$ cat config.mk
export PLATFORM = sky130hd
export DESIGN_NAME = instr_fetch_unit
export DESIGN_NICKNAME = d
export VERILOG_FILES = /design/src/rtl/instr_fetch_unit.sv
export SDC_FILE = /design/constraint.sdc
export NUM_CORES = 1
export LEC_CHECK = 0
export ABC_AREA = 1
export ABC_CLOCK_PERIOD_IN_PS = 3500
export CAP_MARGIN = 20
export CORE_MARGIN = 1.5
export CORE_UTILIZATION = 42
export DETAILED_ROUTE_END_ITERATION = 8
export GPL_ROUTABILITY_DRIVEN = 0
export HOLD_SLACK_MARGIN = 0.12
export PLACE_DENSITY = 0.8
export SYNTH_ARGS = -nofsm -noshare
export SYNTH_HDL_FRONTEND = slang
export SYNTH_SLANG_ARGS = --single-unit
$ cat constraint.sdc
create_clock -name clk -period 3.5 [get_ports clk]
set_input_delay 0.875 -clock clk [delete_from_list [all_inputs] [get_ports clk]]
set_output_delay 0.875 -clock clk [all_outputs]
set_load 0.02 [all_outputs]
$ cat src/rtl/instr_fetch_unit.sv
// -----------------------------------------------------------------------------
// instr_fetch_unit
//
// Owns the program counter and the instruction register. On a fetch request
// it reads one 32-bit word from instruction memory over a req/ack handshake,
// latches it into the IR, then advances the PC by 4. The IR is split into
// RISC-V style fields for the downstream control unit's decode step.
//
// Ports:
//   clk          clock, all state updates on the rising edge
//   reset        synchronous, active-low reset
//   fetch_start  request to fetch at the current PC (accepted in IDLE only)
//   pc_load      load pc_next into PC (IDLE only, wins over fetch_start)
//   pc_next      redirect target
//   mem_req      instruction memory read request (high throughout WAIT)
//   mem_addr     read address, always equal to PC
//   mem_ack      memory returns data this cycle (only honoured in WAIT)
//   mem_rdata    instruction word, valid with mem_ack
//   instr_valid  one-cycle pulse: new instruction in IR
//   fetch_busy   high in WAIT and DONE
//   fetch_err    one-cycle pulse: misaligned PC or memory timeout
//   pc           current PC
//   instr_pc     address of the instruction held in IR
//   ir           instruction register
//   opcode/rd/funct3/rs1/rs2/funct7  combinational slices of ir
// -----------------------------------------------------------------------------
module instr_fetch_unit #(
  parameter int unsigned           ADDR_WIDTH = 32,
  parameter logic [ADDR_WIDTH-1:0] RESET_PC   = '0,
  parameter int unsigned           TIMEOUT    = 15
) (
  input  logic                  clk,
  input  logic                  reset,
  input  logic                  fetch_start,
  input  logic                  pc_load,
  input  logic [ADDR_WIDTH-1:0] pc_next,
  output logic                  mem_req,
  output logic [ADDR_WIDTH-1:0] mem_addr,
  input  logic                  mem_ack,
  input  logic [31:0]           mem_rdata,
  output logic                  instr_valid,
  output logic                  fetch_busy,
  output logic                  fetch_err,
  output logic [ADDR_WIDTH-1:0] pc,
  output logic [ADDR_WIDTH-1:0] instr_pc,
  output logic [31:0]           ir,
  output logic [6:0]            opcode,
  output logic [4:0]            rd,
  output logic [2:0]            funct3,
  output logic [4:0]            rs1,
  output logic [4:0]            rs2,
  output logic [6:0]            funct7
);

  localparam logic [31:0]     NOP_INSTR = 32'h0000_0013;
  localparam int unsigned     CW        = (TIMEOUT > 1) ? $clog2(TIMEOUT) : 1;
  localparam logic [CW-1:0]   CNT_LAST  = CW'(TIMEOUT - 1);

  typedef enum logic [1:0] {
    S_IDLE,
    S_WAIT,
    S_DONE
  } state_t;

  state_t                r_state;
  state_t                w_state_next;
  logic [ADDR_WIDTH-1:0] r_pc;
  logic [ADDR_WIDTH-1:0] r_instr_pc;
  logic [31:0]           r_ir;
  logic [CW-1:0]         r_cnt;
  logic                  r_fetch_err;
  logic                  w_start;
  logic                  w_misalign;
  logic                  w_timeout;

  // State register
  always_ff @(posedge clk) begin
    if (!reset) begin
      r_state <= S_IDLE;
    end else begin
      r_state <= w_state_next;
    end
  end

  // Next-state and event decode
  always_comb begin
    w_state_next = r_state;
    w_start      = 1'b0;
    w_misalign   = 1'b0;
    w_timeout    = 1'b0;
    unique case (r_state)
      S_IDLE: begin
        // pc_load takes priority; a fetch request in the same cycle is dropped
        if (!pc_load && fetch_start) begin
          if (r_pc[1:0] != 2'b00) begin
            w_misalign = 1'b1;
          end else begin
            w_start      = 1'b1;
            w_state_next = S_WAIT;
          end
        end
      end
      S_WAIT: begin
        // an ack on the final allowed cycle still completes the fetch
        if (mem_ack) begin
          w_state_next = S_DONE;
        end else if (r_cnt == CNT_LAST) begin
          w_timeout    = 1'b1;
          w_state_next = S_IDLE;
        end
      end
      S_DONE: begin
        w_state_next = S_IDLE;
      end
      default: begin
        w_state_next = S_IDLE;
      end
    endcase
  end

  // PC, IR, timeout counter and error pulse
  always_ff @(posedge clk) begin
    if (!reset) begin
      r_pc        <= RESET_PC;
      r_instr_pc  <= RESET_PC;
      r_ir        <= NOP_INSTR;
      r_cnt       <= '0;
      r_fetch_err <= 1'b0;
    end else begin
      r_fetch_err <= w_misalign | w_timeout;
      unique case (r_state)
        S_IDLE: begin
          if (pc_load) begin
            r_pc <= pc_next;
          end else if (w_start) begin
            r_cnt <= '0;
          end
        end
        S_WAIT: begin
          if (mem_ack) begin
            r_ir       <= mem_rdata;
            r_instr_pc <= r_pc;
          end else if (!w_timeout) begin
            r_cnt <= r_cnt + 1'b1;
          end
        end
        S_DONE: begin
          r_pc <= r_pc + ADDR_WIDTH'(4);
        end
        default: begin
          r_cnt <= '0;
        end
      endcase
    end
  end

  assign mem_req     = (r_state == S_WAIT);
  assign mem_addr    = r_pc;
  assign instr_valid = (r_state == S_DONE);
  assign fetch_busy  = (r_state == S_WAIT) || (r_state == S_DONE);
  assign fetch_err   = r_fetch_err;
  assign pc          = r_pc;
  assign instr_pc    = r_instr_pc;
  assign ir          = r_ir;

  assign opcode = r_ir[6:0];
  assign rd     = r_ir[11:7];
  assign funct3 = r_ir[14:12];
  assign rs1    = r_ir[19:15];
  assign rs2    = r_ir[24:20];
  assign funct7 = r_ir[31:25];

endmodule

==> results.sh, run 1 <==
export IMPL_outcome="complete, no violations"
export IMPL_ys_top_cells_by_area="dfxtp_1, nand2_1, nor2_1, buf_4, o21ai_0"
export IMPL_cts_setup_buffers=0
export IMPL_setup_viol=0
export IMPL_io_buffers=232
export IMPL_htreeDepth=3
export IMPL_die_w_um=116
export IMPL_die_area_mm2=0.0134
export IMPL_syn_cell_area_mm2=0.00536
export IMPL_rsz0062_at_grt="false"
export IMPL_grt_usage=0.229
export IMPL_reg2reg_depth=9
export IMPL_antenna_found_initial=0
export IMPL_start_util=0.428
export IMPL_grt_pass1_wl_um=24300
export IMPL_critPathCaptureType="output pin"
export IMPL_synth_compound_area_frac=0.155
export IMPL_synthCells=774
export IMPL_postSynth_asyncResetShare=0
export IMPL_synth_top_area_cell="dfxtp_1"
export IMPL_drt_wl_total_um=15800
export IMPL_drive_above_1_share=0.0561
export IMPL_yosys_area_share_adder=0.0163
export IMPL_synth_cell_type_count=31
export IMPL_vias_per_cell=4.84
export IMPL_synth_seq_area_share=0.385
export IMPL_tightestPinTransition_ps=629
export IMPL_startpoint="r_state[1]"
export IMPL_final_common_cell="clkdlybuf4s50_1"
export IMPL_rows=41
export IMPL_synth_edf_count=0
export IMPL_drt_iter0_markers=435
export IMPL_cts_tree="built"
export IMPL_vias=5324
export IMPL_grt_pass1_vias=4776
export IMPL_cts_path_max_buffers=2
export IMPL_clk_latency_ps=340
export IMPL_layout_nets=1000
export IMPL_syn_to_final_growth_pct=41.0
export IMPL_syn_area_per_cell_um2=6.93
export IMPL_r2r_start="r_state[0]"
export IMPL_dp_hpwl_um=11700
export IMPL_period_needed_ps=2550
export IMPL_layout_common_cells="clkdlybuf4s50_1, nand2_1, nor2_1"
export IMPL_max_freq_mhz=393
export IMPL_grt_max_degree=68
export IMPL_clkTransAtPathRegs_ps=60
export IMPL_ir_worst_vdd_mv=0.236
export IMPL_cts_root_buf="clkbuf_16"
export IMPL_power_density_mw_per_mm2=590
export IMPL_worstSetupEndpoint="mem_req"
export IMPL_synth_top_family_by_area="simple AND/OR/NAND/NOR gates"
export IMPL_cts_hold_buffers=0
export IMPL_place_inst=1085
export IMPL_die_y_um=116
export IMPL_setup_slack_ps=952
export IMPL_synth_simple_gate_area_frac=0.283
export IMPL_instances_no_fill=1099
export IMPL_crit_required_ps=2620
export IMPL_core_area_mm2=0.0125
export IMPL_finalCritPeriodShare=0.728
export IMPL_detail_route_antenna_nets=0
export IMPL_antenna_cells=0
export IMPL_rrSetupSlack_ps=1310
export IMPL_syn_num_nets=850
export IMPL_cap_violations=0
export IMPL_hp_class="register to register"
export IMPL_fin_setup_tns_ps=0
export IMPL_cts_buffers=9
export IMPL_post_cts_resized=0
export IMPL_critPathKind="register to output pin"
export IMPL_synthXorXnorAreaFrac=0.00327
export IMPL_place_ws_ps=1020
export IMPL_cp_start_kind="register"
export IMPL_first_pass_iters=5
export IMPL_drv_slew=0
export IMPL_hold_violations=0
export IMPL_leakage_nw=2.71
export IMPL_synthMuxAreaShare=0
export IMPL_r2r_end="mem_addr[17]"
export IMPL_routedWlPerCell_um=14.4
export IMPL_fin_skew_ps=7.78
export IMPL_yosys_warnings=0
export IMPL_clock_sinks=103
export IMPL_critPathMaxFanout=6
export IMPL_p_total_mw=4.46
export IMPL_n_fill_cell=1177
export IMPL_synth_main_ff_cell="dfxtp_1"
export IMPL_synth_top_cell_area_share=0.385
export IMPL_slew_headroom=0.578
export IMPL_overflow=0
export IMPL_io_pins=233
export IMPL_arrival_ps=1670
export IMPL_ys_seq_elements=103
export IMPL_remaining_drc_errors=0
through the flow:
step / utilization / instance area [µm²] / hold WS (ps)
5_1_grt: 0.604 / 7560 / 502
3_3_place_gp: 0.579 / 7240 / 461
6_report: 0.604 / 7560 / 481
2_1_floorplan: - / 5360 / 456
3_5_place_dp: 0.581 / 7270 / 470
4_1_cts: 0.604 / 7560 / 485
state kept, by name, indices dropped and copies added, names as in the netlist:
register,count
mem_addr,32
ir,32
fetch_err,1
r_state,2
instr_pc,32
r_cnt,4
power by group:
part	switching (mW)	internal (mW)	total [mW]
clock	0.433	0.567	1.00
combinational	1.02	0.838	1.86
sequential	0.213	1.39	1.60
total	1.67	2.79	4.46
metal layers:
metal	vias up	global-route usage	routed length (µm)
met4	0	0.0610	156
met1	2407	0.292	6760
met2	171	0.395	7910
met5	-	0	0
li1	2731	-	-
met3	15	0.0481	1000
worst min-delay path by stage:
stage	slack [ps]	startpoint	cells after the start	end
floorplan	460	r_state[1]	2	r_state[1]
global placement	460	instr_pc[9]	2	instr_pc[9]
detailed placement	470	instr_pc[18]	2	instr_pc[18]
CTS	490	instr_pc[18]	2	instr_pc[18]
global route	500	r_state[1]	2	r_state[1]
finish	480	instr_pc[18]	2	instr_pc[18]
cell type report:
class,instances,area (µm²),share of cell area
clock buffers,11,243,0.0321
inverters,38,143,0.0189
multi-input cells,532,2450,0.325
well taps,172,215,0.0285
clock inverters,3,45.0,0.00596
repair buffers,240,2400,0.317
flip-flops and latches,103,2060,0.273
worst max-delay path, stage by stage, from the launching register on:
cell             delay [ps]
dfxtp_1                 320
inv_1                   100
ha_1                    270
clkdlybuf4s50_1         650
cells in the mapped netlist (2+ instances only):
cell type	n
a21oi_2	3
nor2_4	7
o21ai_0	87
nand2_1	155
nand4_1	2
clkbuf_1	17
nor2_1	151
nand2_2	7
nand3_1	35
inv_1	32
inv_2	5
dfxtp_1	103
buf_2	12
ha_1	7
buf_4	64
a211oi_1	3
nor2_2	6
o31ai_1	7
xor2_1	2
a21oi_1	53
clkbuf_8	6
logic make-up after synthesis:
group / count (synthesis)
XOR/XNOR: 2
adder cells (fa/ha/maj): 7
AND/OR/NAND/NOR: 366
flip-flops: 103
AO/OA/AOI/OAI: 157
buffers and inverters: 139
Note: power is estimated with default switching activity, not from simulation.
==> inputs of run 2 (changes only) <==
--- a/config.mk
+++ b/config.mk
@@ -6,14 +6,14 @@
 export NUM_CORES = 1
 export LEC_CHECK = 0
 export ABC_AREA = 1
-export ABC_CLOCK_PERIOD_IN_PS = 3500
+export ABC_CLOCK_PERIOD_IN_PS = 2150
 export CAP_MARGIN = 20
 export CORE_MARGIN = 1.5
-export CORE_UTILIZATION = 42
+export CORE_UTILIZATION = 39
 export DETAILED_ROUTE_END_ITERATION = 8
 export GPL_ROUTABILITY_DRIVEN = 0
 export HOLD_SLACK_MARGIN = 0.12
-export PLACE_DENSITY = 0.8
+export PLACE_DENSITY = 0.78
 export SYNTH_ARGS = -nofsm -noshare
 export SYNTH_HDL_FRONTEND = slang
 export SYNTH_SLANG_ARGS = --single-unit
==> constraint.sdc (replaced) <==
create_clock -name clk -period 2.15 [get_ports clk]
set_input_delay 0.5375 -clock clk [delete_from_list [all_inputs] [get_ports clk]]
set_output_delay 0.5375 -clock clk [all_outputs]
set_load 0.02 [all_outputs]
==> results.sh, run 2 (synthesized netlist as in run 1, its figures left out) <==
export IMPL_period_needed_ps=2100
export IMPL_instances_no_fill=1112
export IMPL_cts_buffers=9
export IMPL_fin_area_mm2=0.00764
export IMPL_vias_per_cell=4.91
export IMPL_grt_pass1_vias=4773
export IMPL_drt_wl_total_um=16400
export IMPL_routedWlPerCell_um=14.7
export IMPL_slew_headroom=0.632
export IMPL_ir_worst_vdd_mv=0.376
export IMPL_tightestPinTransition_ps=549
export IMPL_htreeDepth=3
export IMPL_drive_above_1_share=0.0662
export IMPL_overflow=0
export IMPL_grt_max_degree=68
export IMPL_cts_path_max_buffers=2
export IMPL_placed_area_mm2=0.00736
export IMPL_critical_path_buf_inv_count=1
export IMPL_remaining_drc_errors=0
export IMPL_hold_violations=0
export IMPL_crit_required_ps=1610
export IMPL_clk_latency_ps=350
export IMPL_max_stage_delay_ps=700
export IMPL_arrival_ps=1560
export IMPL_fin_hold_ws_ps=483
export IMPL_critPathSlowestCell="clkdlybuf4s50_1"
export IMPL_place_inst=1096
export IMPL_io_buffers=232
export IMPL_setup_slack_ps=49.7
export IMPL_rsz0062_at_grt="false"
export IMPL_p_total_mw=7.24
export IMPL_grt_pass1_wl_um=24800
export IMPL_fin_skew_ps=8.48
export IMPL_cp_top_family="buffers and inverters"
export IMPL_die_area_mm2=0.0145
export IMPL_power_density_mw_per_mm2=947
export IMPL_hp_class="register to register"
export IMPL_dp_hpwl_um=12000
export IMPL_vias=5458
export IMPL_layout_common_cells="clkdlybuf4s50_1, nand2_1, nor2_1"
export IMPL_rows=42
export IMPL_leakage_nw=2.77
export IMPL_first_pass_iters=5
export IMPL_grt_usage=0.217
export IMPL_die_y_um=120
export IMPL_drt_iter0_markers=364
export IMPL_critPathCaptureType="output pin"
export IMPL_syn_to_final_growth_pct=42.5
export IMPL_fin_setup_tns_ps=0
export IMPL_setup_viol=0
export IMPL_die_w_um=120
export IMPL_clock_sinks=103
export IMPL_finalCritPeriodShare=0.977
export IMPL_cts_tree="built"
export IMPL_cp_start_kind="register"
export IMPL_detail_route_antenna_nets=0
export IMPL_start_util=0.402
export IMPL_final_core_util=0.572
export IMPL_io_pins=233
export IMPL_final_common_cell="clkdlybuf4s50_1"
export IMPL_crit_chain="clkdlybuf4s50_1"
export IMPL_antenna_cells=0
export IMPL_cap_violations=0
export IMPL_clkTransAtPathRegs_ps=70
export IMPL_core_area_mm2=0.0133
export IMPL_drv_slew=0
export IMPL_cts_root_buf="clkbuf_16"
export IMPL_antenna_found_initial=0
export IMPL_outcome="complete, no violations"
export IMPL_place_ws_ps=134
export IMPL_max_freq_mhz=476
export IMPL_layout_nets=1007
export IMPL_critPathKind="register to output pin"
export IMPL_critPathMaxFanout=7
==> run 2: changes by cell type in the layout (fill, tap and decap cells not counted), sizes merged <==
| cell | previous run | this run |
|---|---|---|
| buf | 9 | 16 |
| clkdlybuf4s50 | 231 | 227 |
| clkinvlp | 2 | 6 |
| clkbuf | 11 | 9 |
| dlygate4sd2 | 0 | 2 |
| dlymetal6s2s | 0 | 2 |
| bufinv | 1 | 0 |
| clkinv | 1 | 2 |
==> run 2: final cells by class <==
| class | instances | area (µm²) |
|---|---|---|
| fillers | 1278 | 5710 |
| repair buffers | 247 | 2480 |
| multi-input cells | 532 | 2450 |
| flip-flops and latches | 103 | 2060 |
| clock buffers | 9 | 225 |
| well taps | 176 | 220 |
| inverters | 38 | 143 |
| clock inverters | 7 | 50.0 |
==> run 2: worst register-to-register path: cells and delay by family (launching register included) <==
kind | cells | cell delay (ps)
buf+inv | 5 | 760
flops | 1 | 330
simple gates | 2 | 240
fa+ha+maj | 1 | 220
compound gates | 2 | 150
==> run 2: final timing paths <==
kind / start / endpoint / slack [ps] / cells after the start
max: mem_addr[8] / pc[8] / 50 / 1
min: instr_pc[3] / instr_pc[3] / 480 / 2
max reg2reg: r_state[0] / r_cnt[1] / 320 / 10
min reg2reg: instr_pc[3] / instr_pc[3] / 480 / 2
==> run 2: where the power goes <==
| part | switching [mW] | leakage (nW) | internal (mW) |
|---|---|---|---|
| Clock | 0.756 | 0.116 | 0.783 |
| Combinational | 1.69 | 1.81 | 1.40 |
| Sequential | 0.344 | 0.842 | 2.26 |
| Total | 2.79 | 2.77 | 4.45 |
==> run 2: routing by layer <==
layer	vias to the layer above	wire length, µm	track usage
met1	2483	7060	0.284
li1	2747	-	-
met4	0	240	0.0735
met5	-	0	0
met2	211	7960	0.363
met3	17	1100	0.0387
==> run 2: repair_timing <==
item	4_1_cts	5_1_grt
gates resized for setup	2	2
hold endpoints to repair	0	0
hold buffers	0	0
buffers inserted	0	0
endpoints found under the setup margin	2	3
==> inputs of run 3 (changes only) <==
--- a/config.mk
+++ b/config.mk
@@ -10,6 +10,7 @@
 export CAP_MARGIN = 20
 export CORE_MARGIN = 1.5
 export CORE_UTILIZATION = 39
+export CTS_CLUSTER_DIAMETER = 50
 export DETAILED_ROUTE_END_ITERATION = 8
 export GPL_ROUTABILITY_DRIVEN = 0
 export HOLD_SLACK_MARGIN = 0.12
==> results of run 3 <==
No change in the layout: final DEF, timing and power equal those of run 2.
